[config.mk]
export PLATFORM = sky130hd
export DESIGN_NAME = stopwatch_ctrl
export DESIGN_NICKNAME = d
export VERILOG_FILES = /design/src/rtl/stopwatch_pkg.sv /design/src/rtl/n_counter.sv /design/src/rtl/stopwatch_ctrl.sv
export SDC_FILE = /design/constraint.sdc
export NUM_CORES = 1
export LEC_CHECK = 0
export CORE_MARGIN = 2
export CORE_UTILIZATION = 32
export CTS_CLUSTER_DIAMETER = 120
export CTS_CLUSTER_SIZE = 14
export DETAILED_ROUTE_END_ITERATION = 7
export MAX_ROUTING_LAYER = met4
export PLACE_DENSITY = 0.62
export SYNTH_ARGS = -nofsm -noshare
export SYNTH_HDL_FRONTEND = slang
export SYNTH_SLANG_ARGS = --single-unit
export TNS_END_PERCENT = 10
[constraint.sdc]
create_clock -name clock -period 2.2 [get_ports clock]
set_clock_uncertainty 0.05 [all_clocks]
set_input_delay 0.55 -clock clock [delete_from_list [all_inputs] [get_ports clock]]
set_output_delay 0.55 -clock clock [all_outputs]
set_load 0.03 [all_outputs]
[src/rtl/stopwatch_pkg.sv]
// rtl/stopwatch_pkg.sv - shared types and digit geometry for the stopwatch sequencer
package stopwatch_pkg;

   typedef enum logic [1:0] {ST_IDLE, ST_RUN, ST_STOP} sw_state_t;

   localparam int DIGITS = 4;
   localparam int BCD_W  = 4;
   localparam int RADIX [DIGITS] = '{10, 10, 10, 6};

   // Terminal count of digit i, sized to a BCD digit.
   function automatic logic [BCD_W-1:0] digit_max(input int i);
      return BCD_W'(RADIX[i] - 1);
   endfunction

endpackage

[src/rtl/n_counter.sv]
// rtl/n_counter.sv - modulo-RADIX counter digit with synchronous clear and carry-out
module n_counter #(
   parameter int RADIX = 10,
   parameter int WIDTH = 4
) (
   input  logic             clock,
   input  logic             reset,
   input  logic             clear,
   input  logic             count,
   output logic [WIDTH-1:0] q,
   output logic             co
);

   localparam logic [WIDTH-1:0] MAX = WIDTH'(RADIX - 1);

   assign co = count && (q == MAX);

   always_ff @(posedge clock or posedge reset) begin
      if (reset) begin
         q <= '0;
      end else if (clear) begin
         q <= '0;
      end else if (count) begin
         q <= (q == MAX) ? '0 : q + 1'b1;
      end
   end

endmodule

[src/rtl/stopwatch_ctrl.sv]
// rtl/stopwatch_ctrl.sv - 00.00-59.99 s stopwatch sequencer: FSM, 1/100 s prescaler, digit carries
// Optional lap freeze of the display is built when STOPWATCH_LAP_EN is defined.
module stopwatch_ctrl
   import stopwatch_pkg::*;
#(
   parameter int TICK_DIV = 10
) (
   input  logic        clock,
   input  logic        reset,
   input  logic        start_stop,
   input  logic        clear,
   input  logic        lap,
   output logic        running,
   output logic        overflow,
   output logic [15:0] display
);

   localparam int            PW   = (TICK_DIV > 1) ? $clog2(TICK_DIV) : 1;
   localparam logic [PW-1:0] PMAX = PW'(TICK_DIV - 1);

   sw_state_t               state;
   logic [PW-1:0]           presc;
   logic                    tick;
   logic [BCD_W-1:0]        q [DIGITS];
   logic [DIGITS-1:0]       count;
   logic [DIGITS-1:0]       co;
   logic [DIGITS*BCD_W-1:0] live;
   logic                    wrap;

   always_ff @(posedge clock or negedge reset) begin
      if (!reset) begin
         state   <= ST_IDLE;
         running <= 1'b0;
      end else if (clear) begin
         state   <= ST_IDLE;
         running <= 1'b0;
      end else if (start_stop) begin
         case (state)
            ST_RUN: begin
               state   <= ST_STOP;
               running <= 1'b0;
            end
            default: begin
               state   <= ST_RUN;
               running <= 1'b1;
            end
         endcase
      end
   end

   assign tick = (state == ST_RUN) && (presc == PMAX);

   // Prescaler only advances in RUN, so a resume keeps the sub-tick phase.
   always_ff @(posedge clock or negedge reset) begin
      if (!reset) begin
         presc <= '0;
      end else if (clear) begin
         presc <= '0;
      end else if (state == ST_RUN) begin
         presc <= tick ? '0 : presc + 1'b1;
      end
   end

   // Ripple enables come from the digit values, not the counters' carry-outs.
   always_comb begin
      logic carry;
      count = '0;
      carry = tick;
      for (int i = 0; i < DIGITS; i++) begin
         count[i] = carry;
         carry    = carry && (q[i] == digit_max(i));
      end
   end

   for (genvar i = 0; i < DIGITS; i++) begin : g_digit
      n_counter #(
         .RADIX (RADIX[i]),
         .WIDTH (BCD_W)
      ) u_digit (
         .clock (clock),
         .reset (~reset),
         .clear (clear),
         .count (count[i]),
         .q     (q[i]),
         .co    (co[i])
      );
   end

   always_comb begin
      live = '0;
      for (int i = 0; i < DIGITS; i++) begin
         live[i*BCD_W +: BCD_W] = q[i];
      end
   end

   // The top digit only carries when every digit is at terminal count.
   assign wrap = &co;

   always_ff @(posedge clock or negedge reset) begin
      if (!reset) begin
         overflow <= 1'b0;
      end else if (clear) begin
         overflow <= 1'b0;
      end else if (wrap) begin
         overflow <= 1'b1;
      end
   end

`ifdef STOPWATCH_LAP_EN
   logic                    frozen;
   logic [DIGITS*BCD_W-1:0] lap_reg;

   always_ff @(posedge clock or negedge reset) begin
      if (!reset) begin
         frozen  <= 1'b0;
         lap_reg <= '0;
      end else if (clear) begin
         frozen  <= 1'b0;
      end else if (lap) begin
         if (frozen) begin
            frozen <= 1'b0;
         end else if (state == ST_RUN) begin
            frozen  <= 1'b1;
            lap_reg <= live;
         end
      end
   end

   assign display = frozen ? lap_reg : live;
`else
   logic lap_unused;
   assign lap_unused = lap;
   assign display    = live;
`endif

endmodule

==> run summary <==
The run finished with clean final reports. The weighted congestion at the end of routability-driven global placement is ~0.80. The most numerous cell in the Yosys netlist is dfrtp_1. The number of buffers added to fix hold violations after cts came out at 0. The filler cell count in the final layout is between 300 and 400.

After clock tree synthesis, the clock-pin slew on the worst setup and hold paths is 0.08 ns. The synthesized design spends more area on one cell type than any other, namely dfrtp_1. For this block, the via count after detailed routing is 1044.

The portion of total power attributed to the clock network is 0.357. On the critical path the largest part of the delay comes from buffers and inverters. The post-synth net total came out at approximately 150. Input and output buffers added on the ports amount to 21. The count of flip-flops with a built-in enable after synthesis is 0. The slew at the pin with the worst max-slew slack came out at just over 0.3 ns. The post-CTS setup repair buffer count came out at 0. The share of the Yosys chip area taken by registers is 0.4402.

The quantity of gates resized following cts is 0. In the synthesized netlist, the cells that appear most often are dfrtp_1 (23), nor2_1 (17), a21oi_1 (13). The number of standard cells in the final layout excluding fillers came out at 208. The worst hold path belongs to the class reg -> reg. The number of sinks driven by the clock tree came out at 23. The leakage power came out at 0.7270 nW. In the final layout, the share of cells above drive strength 1 is 0.07595. The top fanout value on the critical path is 8. Setup repair after global routing left no endpoint under its margin. The summed instance area of the synthesized netlist came out at 1308 um^2. The worst setup path is launched from a register. In this run the tightest slew margin relative to its limit is 0.7918.

The maximum single-stage delay on the critical path came out at 0.71 ns. In the synthesized netlist the dominant register cell turns out to be dfrtp_1. The initial antenna violation count is 0. On the critical path, the stage with the largest delay is an instance of clkdlybuf4s50_1. The origin of the worst setup path is g_digit[2].u_digit.q[1]. The H-tree level count is 1. The total chip power came out at 747.5 uW. The synthesized instance count came out at between 100 and 150.

The number of search-and-repair iterations in the first detailed-routing pass is 4. The period utilization came out at 0.9243. The total length of routed wires came out at about 2600 um. By startpoint and endpoint, the worst setup path is classified as reg -> out. In the routed design, unresolved DRC markers number 0. Synthesis instantiated 35 different standard cells from the library. The buffer and inverter count on the worst path is 1. Prior to clock tree synthesis, the placed netlist has a worst setup slack of 0.2152 ns. The antenna diode instance count came out at 0.

The total congestion overflow came out at 0. No sink is reached through more buffers than the 2 on the longest clock path. At the end of the flow, the number of nets in the layout was 172. CTS placed an instance of clkbuf_8 at the clock tree root. The horizontal die dimension came out at 67.92 um. After detailed routing, the average wire length per cell comes to about 13 um. The worst register-to-register path begins at presc[1].

After floorplanning, the core was sized to cover 3971 um^2. Final hold analysis gives a worst-case slack of roughly 0.47 ns. The share of synthesized area in the top cell type comes to 0.4402.

The setup slack of the critical path after layout came out at roughly 0.17 ns. In the final timing run, aggregate negative setup slack is 0 ns. Across every metal layer, demand over resource in global routing totals 0.1402. The worst hold path begins at overflow. The share of total power dissipated in sequential elements is 0.580.

The count of nets left with antenna violations once routing finished came out at 0. Setup violations remaining at the end of the flow were counted as 0. The first-pass GRT wire length is ~5000 um. The switching power came out at roughly 180 uW. The vias per cell is 5.019.

Counting tap cells, the placed design contains a total of 204 instances. The clock period could shrink to around 2.0 ns. The pin count of the biggest net entering global routing is 24. STA classifies the critical path endpoint as an output pin. The final standard cell area without fillers came out at about 1600 um^2. The floorplan step set the die height to 67.92 um. In the synthesized netlist the async set-or-reset flop fraction comes to 1.000.

The critical path required time came out at ~1.6 ns. The clock reaches the later pin of the worst-skew pair after 0.26 ns. The number of global-route vias before repair came out at about 1100. Static timing analysis puts the maximum clock frequency at just under 500 MHz. At the worst endpoint, the arrival time is 1.43 ns. The utilization after layout came out at 0.4112. TritonCTS built the clock tree. The effective utilization at floorplan came out at 0.3292. The first-iteration detailed-routing DRC count is 23.

The number of endpoints with negative hold slack in the final report is 0. In this run the power density over the cells is ~460 nW/um^2. The worst voltage drop across the vdd grid is between 0.0002 and 0.0003 V. Walking the worst path, the cells encountered are clkdlybuf4s50_1.

Cell internal power was estimated by the tool at between 500 and 600 uW. The net switching share of the total power came out at 0.2357. The number of top-level design ports is 23. The combinational share of power is 0.062.

The floorplan has 23 rows. The mean post-synth cell area came out at 9.757 um^2. The reported max-cap violation count is 0. The total count of max-transition violations in the final report came out at 0.

The post-synthesis to final-layout area growth came out at 24.88%. The total cell area at the placement stage came out at 1587 um^2. The yosys synthesis warning count came out at 0. Counting the buffers created by CTS gives 3. After synthesis, the cell types taking the most area are dfrtp_1 (44%), ha_1 (7.7%), mux2i_1 (5.4%). Synthesis inferred 23 register bits.

The die outline area came out at ~4600 um^2. The final HPWL from detailed placement came out at ~1900 um.
layout by cell type (no fill, tap or decap), types with 2 or more instances in the layout:
cell              n
a21oi_1          13
and3b_1           3
and4b_1           2
buf_4             3
clkbuf_8          3
clkdlybuf4s50_1  21
dfrtp_1          23
ha_1              8
inv_1             6
mux2i_1           7
nand2_1           8
nand2b_1          2
nand3_1           7
nand4_1           2
nor2_1           17
nor2b_1           2
nor3_1            2
o21ai_0           3
or3_1             6
xor2_1            3
power by group through the flow:
stage / Clock, mW / Combinational (mW) / Sequential (mW)
3_3_place_gp: 0 / 0.0464 / 0.442
3_5_place_dp: 0 / 0.0479 / 0.442
2_1_floorplan: 0 / 0.0193 / 0.443
5_1_grt: 0.294 / 0.0532 / 0.435
4_1_cts: 0.269 / 0.0477 / 0.434
6_report: 0.267 / 0.0466 / 0.434
final cells by class:
type	instances	area [um^2]	share of cell area
Inverter	6	22.52	0.01379
Tap cell	50	62.56	0.03831
Timing Repair Buffer	24	232.7	0.1425
Clock buffer	3	41.29	0.02529
Multi-Input combinational cell	101	693.2	0.4245
Sequential cell	23	575.6	0.3525
Clock inverter	1	5.005	0.003065
registers in the layout, summed over array words and instances (netlist names):
| register | flops |
|---|---|
| overflow | 1 |
| g_digit.u_digit.q | 16 |
| state | 2 |
| presc | 4 |
layer usage:
layer	routed length [um]	vias to the layer above	share of wire	global-route usage
met5	0	-	0	-
met4	31	0	0.012	0.04500
met3	60	4	0.023	0.01974
met2	1257	17	0.48	0.2197
met1	1268	502	0.48	0.1874
li1	-	521	-	-
worst min-delay path, stage by stage, from the launching register on:
cell	delay, ns
dfrtp_1	0.38
inv_1	0.05
a21oi_1	0.05
worst paths after layout:
path,end,slack [ns],depth (start not counted)
hold / removal,overflow,0.47,2
min in group asynchronous,presc[0],0.58,2
setup reg to reg,g_digit[3].u_digit.q[3],0.20,6
setup / recovery,display[9],0.17,1
max in group asynchronous,g_digit[3].u_digit.q[0],1.29,2
hold reg to reg,overflow,0.47,2
kinds of logic (layout without fill, tap and decap cells):
kind of cell / count (synthesis) / after routing / synth area share
simple gates: 60 / 60 / 0.2775
flops: 23 / 23 / 0.4402
compound gates: 22 / 22 / 0.09570
buf+inv: 10 / 34 / 0.02966
fa+ha+maj: 8 / 8 / 0.07656
mux: 7 / 7 / 0.05359
xor+xnor: 4 / 4 / 0.02680
(Power assumes the default switching activity.)
